### config.mk
export PLATFORM = sky130hd
export DESIGN_NAME = router_fsm
export DESIGN_NICKNAME = d
export VERILOG_FILES = /design/src/rtl/router_fsm_pkg.sv /design/src/rtl/router_fsm.sv
export SDC_FILE = /design/constraint.sdc
export NUM_CORES = 1
export LEC_CHECK = 0
export ABC_CLOCK_PERIOD_IN_PS = 2800
export BUFFER_PORTS_ARGS = -buffer_cell sky130_fd_sc_hd__buf_2
export CORE_AREA = 2 2 39 41
export DETAILED_ROUTE_END_ITERATION = 10
export DIE_AREA = 0 0 41 43
export GPL_TIMING_DRIVEN = 0
export MAX_ROUTING_LAYER = met4
export PLACE_DENSITY = 0.61
export SLEW_MARGIN = 30
export SYNTH_ARGS = -nofsm -noshare
export SYNTH_HDL_FRONTEND = slang
export SYNTH_SLANG_ARGS = --single-unit
### constraint.sdc
create_clock -name clk -period 2.8 [get_ports clk]
set_clock_uncertainty 0.1 [all_clocks]
set_input_delay 0.28 -clock clk [delete_from_list [all_inputs] [get_ports clk]]
set_output_delay 0.28 -clock clk [all_outputs]
set_load 0.02 [all_outputs]
### src/rtl/router_fsm_pkg.sv
// -----------------------------------------------------------------------------
// router_fsm_pkg
//   Shared definitions for the 1x3 router packet-control FSM.
//   - state_e           : 3-bit binary state codes DA/LFD/LD/FFS/LAF/LP/CPE/WTE
//   - ADDR_INVALID      : header address value that selects no output port
//   - ADDR_W_DEF        : default width of the header address field
//   - NUM_PORTS_DEF     : default number of output ports
// -----------------------------------------------------------------------------
package router_fsm_pkg;

  typedef enum logic [2:0] {
    DA  = 3'd0,  // DECODE_ADDRESS
    LFD = 3'd1,  // LOAD_FIRST_DATA
    LD  = 3'd2,  // LOAD_DATA
    FFS = 3'd3,  // FIFO_FULL_STATE
    LAF = 3'd4,  // LOAD_AFTER_FULL
    LP  = 3'd5,  // LOAD_PARITY
    CPE = 3'd6,  // CHECK_PARITY_ERROR
    WTE = 3'd7   // WAIT_TILL_EMPTY
  } state_e;

  localparam logic [1:0]  ADDR_INVALID  = 2'b11;
  localparam int          ADDR_W_DEF    = 2;
  localparam int          NUM_PORTS_DEF = 3;

endpackage

### src/rtl/router_fsm.sv
// -----------------------------------------------------------------------------
// router_fsm
//   Packet-control FSM for the 1x3 router. Drives the register stage load
//   controls, the FIFO write qualifier and source back-pressure.
//
// Ports
//   clk                  in  clock, rising edge
//   resetn               in  asynchronous active-low reset
//   packet_valid         in  source byte valid (falls with the parity byte)
//   datain[ADDR_W-1:0]   in  header address bits
//   fifo_full            in  full flag of the FIFO selected by the latched address
//   fifo_empty_0..2      in  empty flags of FIFOs 0..2
//   soft_reset_0..2      in  timeout soft resets of FIFOs 0..2
//   parity_done          in  register stage captured the parity byte
//   low_packet_valid     in  register stage saw packet_valid fall while loading
//   detect_add           out state is DECODE_ADDRESS
//   lfd_state            out state is LOAD_FIRST_DATA
//   ld_state             out state is LOAD_DATA
//   laf_state            out state is LOAD_AFTER_FULL
//   full_state           out state is FIFO_FULL_STATE
//   rst_int_reg          out state is CHECK_PARITY_ERROR
//   write_enb_reg        out FIFO write enable qualifier
//   busy                 out source must hold its current byte
// -----------------------------------------------------------------------------
module router_fsm
  import router_fsm_pkg::*;
#(
  parameter int ADDR_W    = ADDR_W_DEF,
  parameter int NUM_PORTS = NUM_PORTS_DEF
) (
  input  logic              clk,
  input  logic              resetn,
  input  logic              packet_valid,
  input  logic [ADDR_W-1:0] datain,
  input  logic              fifo_full,
  input  logic              fifo_empty_0,
  input  logic              fifo_empty_1,
  input  logic              fifo_empty_2,
  input  logic              soft_reset_0,
  input  logic              soft_reset_1,
  input  logic              soft_reset_2,
  input  logic              parity_done,
  input  logic              low_packet_valid,
  output logic              detect_add,
  output logic              lfd_state,
  output logic              ld_state,
  output logic              laf_state,
  output logic              full_state,
  output logic              rst_int_reg,
  output logic              write_enb_reg,
  output logic              busy
);

  // One slot per encodable address; slots without a physical port read as
  // "not empty" and "no soft reset" so an unused address can never be selected.
  localparam int              SLOTS   = 1 << ADDR_W;
  localparam logic [ADDR_W:0] PORTS_W = NUM_PORTS[ADDR_W:0];

  logic [2:0]       port_empty;
  logic [2:0]       port_srst;
  logic [SLOTS-1:0] empty_vec;
  logic [SLOTS-1:0] srst_vec;

  assign port_empty = {fifo_empty_2, fifo_empty_1, fifo_empty_0};
  assign port_srst  = {soft_reset_2, soft_reset_1, soft_reset_0};

  genvar gi;
  generate
    for (gi = 0; gi < SLOTS; gi++) begin : g_slot
      if (gi < NUM_PORTS && gi < 3) begin : g_port
        assign empty_vec[gi] = port_empty[gi];
        assign srst_vec[gi]  = port_srst[gi];
      end else begin : g_none
        assign empty_vec[gi] = 1'b0;
        assign srst_vec[gi]  = 1'b0;
      end
    end
  endgenerate

  state_e            state_reg;
  logic [ADDR_W-1:0] addr_reg;
  logic              addr_ok;

  // Addresses at or above the port count (2'b11 for three ports) are ignored.
  assign addr_ok = ({1'b0, datain} < PORTS_W);

  always_ff @(posedge clk or negedge resetn) begin
    if (!resetn) begin
      state_reg <= DA;
      addr_reg  <= '0;
    end else begin
      if (state_reg == DA && packet_valid && addr_ok)
        addr_reg <= datain;

      // Soft reset of the selected port overrides every other transition.
      if (state_reg != DA && srst_vec[addr_reg]) begin
        state_reg <= DA;
      end else begin
        case (state_reg)
          DA: begin
            if (packet_valid && addr_ok)
              state_reg <= empty_vec[datain] ? LFD : WTE;
          end
          LFD: state_reg <= LD;
          LD: begin
            // Full wins over the end of the packet so no byte is lost.
            if (fifo_full)          state_reg <= FFS;
            else if (!packet_valid) state_reg <= LP;
          end
          FFS: begin
            if (!fifo_full) state_reg <= LAF;
          end
          LAF: begin
            if (parity_done)           state_reg <= DA;
            else if (low_packet_valid) state_reg <= LP;
            else                       state_reg <= LD;
          end
          LP:  state_reg <= CPE;
          CPE: state_reg <= fifo_full ? FFS : DA;
          WTE: begin
            // Waits on the latched port, not on whatever datain now shows.
            if (empty_vec[addr_reg]) state_reg <= LFD;
          end
          default: state_reg <= DA;
        endcase
      end
    end
  end

  // Moore decodes of the state register.
  assign detect_add    = (state_reg == DA);
  assign lfd_state     = (state_reg == LFD);
  assign ld_state      = (state_reg == LD);
  assign laf_state     = (state_reg == LAF);
  assign full_state    = (state_reg == FFS);
  assign rst_int_reg   = (state_reg == CPE);
  assign write_enb_reg = (state_reg == LFD) || (state_reg == LD) ||
                         (state_reg == LAF) || (state_reg == LP);
  assign busy          = !((state_reg == DA) || (state_reg == LD));

endmodule

Yosys cells after proc, flatten, opt, wreduce, memory -nomap -nowiden
Index checks and enable logic that the tools add are counted.
{"block": "totals", "register_bits": 5, "latchBits": 0, "mem_bits_rw": 0, "rom_bits": 0, "input_bits": 14, "out_inout_bits": 8, "word_cells": 45, "n_memories": 0}
{"block": "op_classes", "add_sub_neg": 0, "n_mul": 0, "div_mod_pow": 0, "n_lt_le_gt_ge": 3, "eq_ne": 11, "n_shift": 0, "n_mux": 17, "n_bitwise": 0, "n_reduce_logical": 12}
{"operator": "$mux 3", "n": 9}
{"operator": "$pmux 3 s8", "n": 1}
{"operator": "$eq 3x3->1 const B", "n": 4}
{"operator": "$bmux 1 s2", "n": 3}
{"operator": "$eq 3x2->1 const B", "n": 2}
{"operator": "$lt 2x3->1 const B", "n": 2}
{"operator": "$logic_and 1x1->1", "n": 4}
{"operator": "$logic_or 1x1->1", "n": 4}
{"operator": "$ne 4x3->1 const B", "n": 1}
{"operator": "$reduce_and 4->1", "n": 1}
{"operator": "$eq 3x1->1 const B", "n": 1}
{"operator": "$logic_not 3->1", "n": 1}
{"operator": "$mux 1", "n": 3}
{"operator": "$ne 3x1->1 const B", "n": 1}
{"operator": "$ne 3x2->1 const B", "n": 1}
{"operator": "$ne 3x3->1 const B", "n": 1}
{"operator": "$reduce_bool 3->1", "n": 1}
{"operator": "$lt 2x2->1 const B", "n": 1}
{"operator": "$mux 2", "n": 1}
{"operator": "$logic_not 1->1", "n": 1}

Longest topological paths before layout
{"block": "logic_depth", "word_depth": 6, "ltp_mapped": 5, "depth_no_buf": 4}

Worst setup path after synthesis
Ideal clock, no wire load.
{"block": "synth_timing", "path_kind": "reg-to-output", "start": "register state_reg[2]", "end": "output port write_enb_reg", "arrival_time_ns": 1.292, "setup_slack_ns": 1.128, "stages_incl_launch_ff": 4, "n_path_buf": 1, "path_cell_list": "dfrtp_1 > buf_2 > or2_2 > xnor2_1"}
{"block": "synth_between", "elab_chain_cells": 4}
{"item": "start: declaration", "line": "router_fsm.sv:80", "source": "state_e state_reg;"}
{"item": "start signal: assignment", "line": "router_fsm.sv:102", "source": "state_reg <= empty_vec[datain] ? LFD : WTE;"}
{"item": "start signal: assignment", "line": "router_fsm.sv:119", "source": "CPE: state_reg <= fifo_full ? FFS : DA;"}
{"item": "$eq 3x1->1 or $eq 3x2->1 (tied branches)", "line": "router_fsm.sv:137", "source": "assign write_enb_reg = (state_reg == LFD) || (state_reg == LD) ||"}
{"item": "$logic_or 1x1->1 (2 in series)", "line": "router_fsm.sv:137"}
{"item": "$logic_or 1x1->1 (*)", "line": "router_fsm.sv:138", "source": "(state_reg == LAF) || (state_reg == LP);"}
{"item": "end: declaration", "line": "router_fsm.sv:50", "source": "output logic write_enb_reg,"}
Mark *: on every way between the ends. The rest lies on a longest branch, timed or not.

Worst setup path after layout
Same ends and word-level chain as after synthesis.

==> results.yml <==
drt:
  antenna_left: 0
  post_drt_wl_per_cell_um: 10.7
  finalWirelength_mm: 1.07
  via_per_inst: 5.30
  first_pass_iters: 4
  drt_iter0_markers: 6
  drc: 0
  vias: 530
logic_synthesis:
  ys_warn_count: 0
  synth.top_cell.area_share_pct: 25.8
  synth.area.top_cells: "dfrtp_1 26%, mux2i_1 8.2%, nor2_1 7.0%, o22a_1 5.4%, buf_6 4.6%"
  netlist_area_um2: 485
  synth.avg_cell_area_um2: 8.37
  yosysSeqAreaShare_pct: 25.8
  synth_cell_type_count: 28
  synthesis.nets: 72
  synth_top_cell_by_area: "dfrtp_1"
  netlist_instances: 58
  ys_ff_latch: 5
floorplanning:
  dieArea_um2: 1760
  start_util_pct: 35.1
  design.core.area_um2: 1380
  fp.dieH_um: 43
  die_x_um: 41
  io_pins: 22
  placementRows: 14
clock_tree:
  clk_latency_ps: 240
  cts_tree: "yes"
  htreeDepth: 1
  cts_resized: 0
  clockBufferDepth: 2
  root_buffer: "clkbuf_4"
  numCtsBuffers: 3
  clkSinkCount: 5
  clkTransAtPathRegs_ps: 40
critical_path:
  worstReg2RegStart: "state_reg[0]"
  worst_setup_path_start_kind: "flip-flop"
  worstRegToRegCells: 5
  path_class: "flip-flop to output pin"
  endpoint_kind: "output pin"
  worstPathArrival_ps: 1440
  r2r_slack_ps: 1260
  required_ps: 2420
  path_max_fanout: 10
  r2r_end: "state_reg[1]"
hold_path:
  hp-class: "primary input to flip-flop"
  hp-start: "datain[0]"
  hold_depth: 2
  hold_path_end: "addr_reg[0]"
final_layout:
  final_common_cell: "buf_2"
  num_antenna_cells: 0
  largest_register_ffs: 3
  area_growth_syn_to_layout_pct: 33.2
  fin_util_pct: 46.7
  final_area_um2: 647
  drive_gt1_share_pct: 38.1
  final_cell_mix: "22 x buf_2, 9 x nor2_1, 5 x nand2_1, 5 x dfrtp_1, 4 x mux2i_1"
  final_nets: 99
  fill_cells: 146
timing:
  hold_violations: 0
  drv_slew: 0
  finalCriticalPeriod_ps: 1820
  fin_crit_sh_pct: 64.8
  finalSetupTns_ps: 0
  setup_viol: 0
  relSlewSlack_pct: 82.0
  fmax_mhz: 551
  worst_slew_pin_slew_ps: 269
  rsz0062_at_grt: "false"
global_route:
  grt_max_degree: 11
  grt_pass1_vias: 445
  grt_usage_pct: 14.5
  overflow: 0
  grt_pass1_wl_mm: 1.70
  grt_antenna_before_repair: 0
pwr:
  fin_total_pwr_uw: 688
  pwr_density_cell_nw_per_um2: 1060
  pwr-share-seq_pct: 20.8
  comb_power_share_pct: 67.4
  power.share.clock_pct: 11.8
  power_switching_uw: 318
  p_int_uw: 370
  peakVddDrop_uv: 567
  swShare_pct: 46.2
  power.leakage_nw: 0.332
placement:
  placed_area_um2: 611
  io_buffers: 21
  gp_congestion: 0.686
job:
  maxCapViolCount: 0
status:
  outcome: "finished, final reports clean"
[cells in the mapped netlist (all sizes together)]
cell type,n
o311a,1
a211oi,1
nand2,5
or4,1
a22o,1
nor3,2
o22ai,1
o31ai,1
a211o,1
xnor2,1
inv,3
o211ai,2
or2,1
mux2i,4
o21ai,2
and2b,2
a31oi,2
and3,1
o22a,3
nand3b,1
and3b,1
nor2,9
or3b,1
buf,3
o211a,1
nand2b,2
dfrtp,5
[per-stage QoR]
step	hold WS, ps	setup WS (ps)	cells
final	245	985	100
after global routing	254	883	100
after CTS	241	962	100
after detailed placement	-4.25	1230	95
after global placement	-3.77	1260	95
after floorplan	-116	1130	58
[cell type report]
class                           instances  area [um^2]  share of cell area (%)
Multi-Input combinational cell         47          322                    49.7
Inverter                                3         11.3                    1.74
Clock buffer                            4         26.3                    4.06
Timing Repair Buffer                   22          115                    17.8
Sequential cell                         5          125                    19.3
Buffer                                  3         27.5                    4.26
Tap cell                               16         20.0                    3.09
[critical path: stages (launching register included)]
cell and delay, ps:
dfrtp_1 390, buf_2 180, or2_2 310, xnor2_1 140
buf_2 180
[worst max path at each step]
stage	start	end	slack [ps]	cells after the start
after global placement	state_reg[2]	write_enb_reg	1260	4
after floorplan	state_reg[2]	write_enb_reg	1130	3
final	state_reg[2]	write_enb_reg	980	4
after detailed placement	state_reg[2]	write_enb_reg	1230	4
after global routing	state_reg[2]	write_enb_reg	880	4
after CTS	state_reg[2]	write_enb_reg	960	4
[logic make-up (layout without fill, tap and decap cells)]
logic type,count (synthesis),count (layout),synth area share [%]
mux,4,4,8.25
xor+xnor,1,1,1.80
buf+inv,6,32,7.99
flops,5,5,25.8
simple gates,26,26,30.9
compound gates,16,16,25.3
[power groups by stage]
stage / combinational, mW / sequential (mW) / clock (mW)
floorplan: 0.356 / 0.136 / 0
global placement: 0.462 / 0.144 / 0
detailed placement: 0.463 / 0.145 / 0
CTS: 0.468 / 0.144 / 0.0858
global route: 0.511 / 0.150 / 0.0899
finish: 0.464 / 0.143 / 0.0813
[timing repair]
action,4_1_cts,5_1_grt
buffers inserted,0,0
hold buffers,1,0
hold endpoints to repair,5,0
[layer usage]
metal  GRT usage (%)  share of wire, %  vias to the layer above
met1            18.0                42                      237
met4            4.00                 0                        0
li1                -                 -                      267
met2            20.9                48                       26
met5               -                 0                        -
met3            6.28               9.8                        0
No activity file was read; power rests on OpenSTA's default activity.
